File: config.mk
export PLATFORM = sky130hd
export DESIGN_NAME = shift_add_mult
export DESIGN_NICKNAME = d
export VERILOG_FILES = /design/src/rtl/shift_add_mult.sv
export SDC_FILE = /design/constraint.sdc
export NUM_CORES = 1
export LEC_CHECK = 0
export ABC_CLOCK_PERIOD_IN_PS = 2700
export CORE_ASPECT_RATIO = 1.1
export CORE_UTILIZATION = 40
export CTS_BUF_LIST = sky130_fd_sc_hd__clkbuf_16
export DETAILED_ROUTE_END_ITERATION = 8
export MAX_ROUTING_LAYER = met4
export PLACE_DENSITY = 0.66
export RECOVER_POWER = 100
export SLEW_MARGIN = 15
export SYNTH_ARGS = -nofsm -noshare
export SYNTH_HDL_FRONTEND = slang
export SYNTH_SLANG_ARGS = --single-unit
File: constraint.sdc
create_clock -name clk -period 2.7 [get_ports clk]
set_input_delay 0.675 -clock clk [delete_from_list [all_inputs] [get_ports clk]]
set_output_delay 0.675 -clock clk [all_outputs]
set_load 0.1 [all_outputs]
File: src/rtl/shift_add_mult.sv
// shift_add_mult: sequential unsigned shift-and-add multiplier.
//
// One partial-product bit is retired per clock, so a WIDTH-bit multiply
// takes WIDTH RUN cycles. The accumulator is {carry, upper, lower}; the
// multiplier starts in lower and is shifted out LSB first. The product
// bits shift in from the top at the same time.
//
// Ports
//   clk           rising-edge clock
//   n_reset       asynchronous active-low reset
//   start         begin a multiply (accepted in IDLE only)
//   abort         cancel the multiply in progress (RUN only)
//   multiplicand  operand A, sampled on the accepted start edge
//   multiplier    operand B, sampled on the accepted start edge
//   busy          high while in RUN
//   done          one-cycle pulse; product is valid while high
//   product       A*B, held until the next completed multiply
module shift_add_mult #(
  parameter int WIDTH = 8
) (
  input  logic                 clk,
  input  logic                 n_reset,
  input  logic                 start,
  input  logic                 abort,
  input  logic [WIDTH-1:0]     multiplicand,
  input  logic [WIDTH-1:0]     multiplier,
  output logic                 busy,
  output logic                 done,
  output logic [2*WIDTH-1:0]   product
);

  localparam int CW = $clog2(WIDTH + 1);

  typedef enum logic [1:0] {IDLE, RUN, DONE} state_t;

  state_t              state, state_nxt;
  logic [2*WIDTH:0]    acc;
  logic [2*WIDTH:0]    acc_step;
  logic [WIDTH-1:0]    a_reg;
  logic [CW-1:0]       cnt;
  logic [WIDTH:0]      sum;
  logic                last;

  // The current RUN edge is the WIDTH-th one.
  assign last = (cnt == CW'(WIDTH - 1));

  // Conditional add into the upper half, then shift {sum, lower} right by one.
  // The LSB of lower is dropped, having just been consumed.
  always_comb begin
    sum      = acc[2*WIDTH:WIDTH] + (acc[0] ? {1'b0, a_reg} : '0);
    acc_step = {1'b0, sum, acc[WIDTH-1:1]};
  end

  always_ff @(posedge clk or negedge n_reset) begin
    if (!n_reset) state <= IDLE;
    else          state <= state_nxt;
  end

  always_comb begin
    state_nxt = state;
    busy      = 1'b0;
    done      = 1'b0;
    unique case (state)
      IDLE: if (start) state_nxt = RUN;
      RUN: begin
        busy = 1'b1;
        if (abort)     state_nxt = IDLE;
        else if (last) state_nxt = DONE;
      end
      DONE: begin
        done      = 1'b1;
        state_nxt = IDLE;
      end
      default: state_nxt = IDLE;
    endcase
  end

  // The product register is written only on the RUN->DONE edge, so partial
  // sums never appear on the output, and an abort leaves the old result.
  always_ff @(posedge clk or negedge n_reset) begin
    if (!n_reset) begin
      acc     <= '0;
      a_reg   <= '0;
      cnt     <= '0;
      product <= '0;
    end else begin
      unique case (state)
        IDLE: if (start) begin
          acc   <= {1'b0, {WIDTH{1'b0}}, multiplier};
          a_reg <= multiplicand;
          cnt   <= '0;
        end
        RUN: if (!abort) begin
          acc <= acc_step;
          cnt <= cnt + 1'b1;
          if (last) product <= acc_step[2*WIDTH-1:0];
        end
        default: ;
      endcase
    end
  end

endmodule

# Yosys cells after proc, flatten, opt, wreduce, memory -nomap -nowiden
# Index checks and enable logic that the tools add are counted.
[totals]
memories = 0
latch_bits = 0
mem_bits_ro = 0
in_bits = 20
ram_bits = 0
regBits = 47
out_inout_bits = 18
word_cells = 33
[classes]
n_eq_ne = 6
n_bitwise = 1
n_lt_le_gt_ge = 0
reduce_logical = 6
n_shift = 0
n_mul = 0
add_sub_neg = 2
muxes = 13
div_mod_pow = 0
[ops]
columns = ["operator", "n"]
rows = [
  ["$mux W17", 2],
  ["$pmux W17 S2", 1],
  ["$add A9 B8 Y9", 1],
  ["$mux W4", 2],
  ["$mux W8", 1],
  ["$pmux W4 S2", 1],
  ["$mux W2", 3],
  ["$reduce_and A3 Y1", 2],
  ["$add A4 B1 Y4 const B", 1],
  ["$eq A4 B3 Y1 const B", 1],
  ["$ne A2 B2 Y1 const B", 2],
  ["$pmux W2 S2", 1],
  ["$reduce_and A2 Y1", 2],
  ["$ne A3 B3 Y1 const B", 1],
  ["$eq A2 B1 Y1 const B", 1],
  ["$eq A2 B2 Y1 const B", 1],
  ["$logic_not A2 Y1", 1],
  ["$mux W1", 2],
  ["$reduce_bool A2 Y1", 1],
  ["$not A1 Y1", 1],
]

# Longest topological paths before layout
[depth]
ltp_word = 4
depth_mapped = 7
ltp_nobuf = 7

# Worst setup path after synthesis
# OpenSTA, ideal clock, no wires.
[synth_timing]
path_type = "register to register"
start = "reg acc[0]"
end = "reg product[13]"
t_arrival_ns = 1.941
setup_ns = 0.126
stages_incl_launch_ff = 8
path_buffers = 0
required_time_ns = 2.574
slack_ns = 0.633
cell_sequence = "dfrtp_1 -> and2_1 -> ha_1 -> fa_1 -> a21o_1 -> a221oi_4 -> xnor2_1 -> mux2_4"
[synth_between]
elab_chain_len = 2
[synth_lines]
columns = ["element", "line", "text"]
rows = [
  ["start: declaration", "37", "logic [2*WIDTH:0] acc;"],
  ["start signal: assignment", "89", "acc <= {1'b0, {WIDTH{1'b0}}, multiplier};"],
  ["start signal: assignment", "94", "acc <= acc_step;"],
  ["$mux W8", "50", "sum = acc[2*WIDTH:WIDTH] + (acc[0] ? {1'b0, a_reg} : '0);"],
  ["$add A9 B8 Y9", "50", ""],
  ["end signal: assignment", "96", "if (last) product <= acc_step[2*WIDTH-1:0];"],
  ["end: declaration", "29", "output logic [2*WIDTH-1:0] product"],
]
# Every way passes these cells.
# A chain may end at the register's enable or synchronous reset.

# Worst setup path after layout
# Same ends and word-level chain as after synthesis.

==> impl_metrics.json <==
{
  "placed_cells": 290,
  "drt_iter0_drc": 75,
  "start_util_pct": 41.4,
  "p_sw_mw": 0.720,
  "die_x_um": 73.0,
  "grt_pass1_wl_mm": 7.40,
  "place.port_buffers": 37,
  "ant_nets": 0,
  "ys_seq_area_share_pct": 51.9,
  "power.density_mw_per_mm2": 830,
  "clock_latency_ps": 290,
  "power_frac_clock_pct": 30.7,
  "status": "finished, final reports clean",
  "synth_cells": 178,
  "num_rows": 28,
  "p_seq_share_pct": 41.3,
  "worstSetupEndpointType": "flip-flop",
  "cts_num_sinks": 46,
  "dieHeight_um": 80.1,
  "fillers": 499,
  "p_comb_share_pct": 28.0,
  "clk_transition_reported_paths_ps": 70,
  "drcViolationCount": 0,
  "cellLeakagePower_nw": 1.28,
  "final_net_count": 252,
  "finalNonFillerCells": 298,
  "synthesis.nets": 208,
  "post_cts_buffers": 0,
  "skew_ps": 7.96,
  "maxCapViolCount": 0,
  "cts_tree": "done",
  "cts_buffers": 5,
  "rsz0062_at_grt": "false",
  "timing.final.crit_share_pct": 88.1,
  "cts_max_level": 2,
  "synth-edff-count": 0,
  "dieArea_mm2": 0.00585,
  "required_ps": 2870,
  "slew-limit-headroom_pct": 22.3,
  "avgRoutedWirePerCell_um": 14.1,
  "layout_min_cycle_time_ps": 2380,
  "arrival_ps": 2550,
  "dp_hpwl_mm": 2.93,
  "multi_input_area_um2": 987,
  "yosys-top-cells-count": "46 x dfrtp_1, 20 x mux2_2, 13 x nand2_1",
  "synth_flop_cell": "dfrtp_1",
  "grt_antenna_before_repair": 0,
  "gp_congestion": 0.807,
  "clockBufferDepth": 2,
  "async_flop_share_pct": 100,
  "ys_warn_count": 0,
  "ir_drop_mv": 0.396,
  "drt_wl_total_mm": 4.21,
  "firstDrtPassIters": 4,
  "fin_ws_ps": 320,
  "start_kind": "flip-flop",
  "switching_share_pct": 32.0,
  "fmax_mhz": 420,
  "vias_per_cell": 5.01,
  "min_path_type": "in2async",
  "grt_max_degree": 27,
  "overflow": 0,
  "synth_area_leader_cell": "dfrtp_1",
  "finalSetupViolCount": 0,
  "synthTopCellsByArea": "dfrtp_1 52%, mux2_2 10%, ha_1 5.1%",
  "grt_pass1_vias": 1543,
  "synth.most_common_cell": "dfrtp_1",
  "netlist.area_leader.share_pct": 51.9,
  "top_level_ports": 38,
  "critical_path_class": "reg2reg",
  "syn2layout_area_growth_pct": 22.2,
  "finalHoldViolations": 0,
  "synth_cell_types": 42,
  "ctsResizeCount": 0,
  "worst_pin_slew_ps": 1170,
  "ys_ff_latch": 46,
  "pre_cts_ws_ps": 272,
  "core_area_mm2": 0.00536,
  "fin_setup_tns_ps": 0,
  "syn_avg_cell_area_um2": 12.5,
  "postCtsHoldBufs": 0,
  "grt_util_all_layers_pct": 17.0,
  "cts-root-buf": "clkbuf_16",
  "via_count": 1492,
  "worst-path-max-fanout": 9,
  "n_antenna_cell": 0,
  "seq_area_mm2": 0.00115,
  "p_int_mw": 1.53,
  "drive_gt1_share_pct": 17.9,
  "netlist_area_mm2": 0.00222,
  "maxSlewViolCount": 0
}
[placed cells by master (no fill, tap or decap), types with 2 or more instances in the layout]
master           count
a21o_1               3
a21oi_1              5
a22o_1               5
a31o_2               2
a32o_1               3
and2_1               7
buf_4                2
clkbuf_1            22
clkbuf_16            5
clkdlybuf4s50_1     17
dfrtp_1             46
ha_1                 9
inv_1                4
mux2_2              20
mux2i_1              9
nand2_1             13
nor2_1               2
nor2b_1              4
o21ai_0             13
xnor2_1              2
xor2_1               3
[final timing paths]
path	from	end	slack [ps]	depth (start not counted)
hold / removal	n_reset	a_reg[4]$_DFFE_PN0P_	470	1
setup / recovery	acc[0]$_DFFE_PN0P_	product[13]$_DFFE_PN0P_	320	7
setup reg to reg	acc[0]$_DFFE_PN0P_	product[13]$_DFFE_PN0P_	320	7
min in group clk	a_reg[5]$_DFFE_PN0P_	a_reg[5]$_DFFE_PN0P_	500	1
hold reg to reg	a_reg[5]$_DFFE_PN0P_	a_reg[5]$_DFFE_PN0P_	500	1
max in group asynchronous	n_reset	acc[12]$_DFFE_PN0P_	950	2
[worst max-delay path: stages, from the launching register on]
cell	delay, ps
dfrtp_1	470
and2_1	180
ha_1	210
fa_1	410
a21o_1	230
a221oi_1	370
xnor2_1	140
mux2_4	260
[cell type report]
cell class	count	area share, %
Clock inverter	3	1.52
Sequential cell	46	42.4
Multi-Input combinational cell	122	36.4
Clock buffer	5	4.61
Tap cell	75	3.46
Inverter	3	0.415
Timing Repair Buffer	44	11.2
[power groups by stage]
stage / clock, mW / combinational [mW] / sequential (mW)
after floorplan: 0 / 0.444 / 0.979
after global placement: 0 / 0.661 / 0.942
after detailed placement: 0 / 0.668 / 0.942
after CTS: 0.703 / 0.675 / 0.933
after global routing: 0.733 / 0.705 / 0.952
final: 0.691 / 0.631 / 0.931
[metrics by stage]
stage               hold WS [ps]  util (%)  total power, mW  instance area (um2)
floorplan                    379         -             1.42                 2220
global placement             485      49.5             1.60                 2660
detailed placement           488      49.5             1.61                 2660
CTS                          302      52.6             2.31                 2820
global route                 521      50.6             2.39                 2710
finish                       473      50.6             2.25                 2710
[kinds of logic (layout without fill, tap and decap cells)]
group                    after synthesis  after routing  share of synthesized area, %
XOR/XNOR                               5              5                          1.97
flip-flops                            46             46                          51.9
multiplexers                          30             30                          14.9
AND/OR/NAND/NOR                       39             39                          10.1
AO/OA/AOI/OAI                         38             38                          12.7
adder cells (fa/ha/maj)               10             10                          5.98
buffers and inverters                 10             55                          2.48
[metal layers]
layer	share of wire, %	GRT usage, %
met1	49	22.9
met5	0	-
met3	3.9	3.64
met4	1.4	5.88
met2	46	25.5
(Power assumes the default switching activity.)
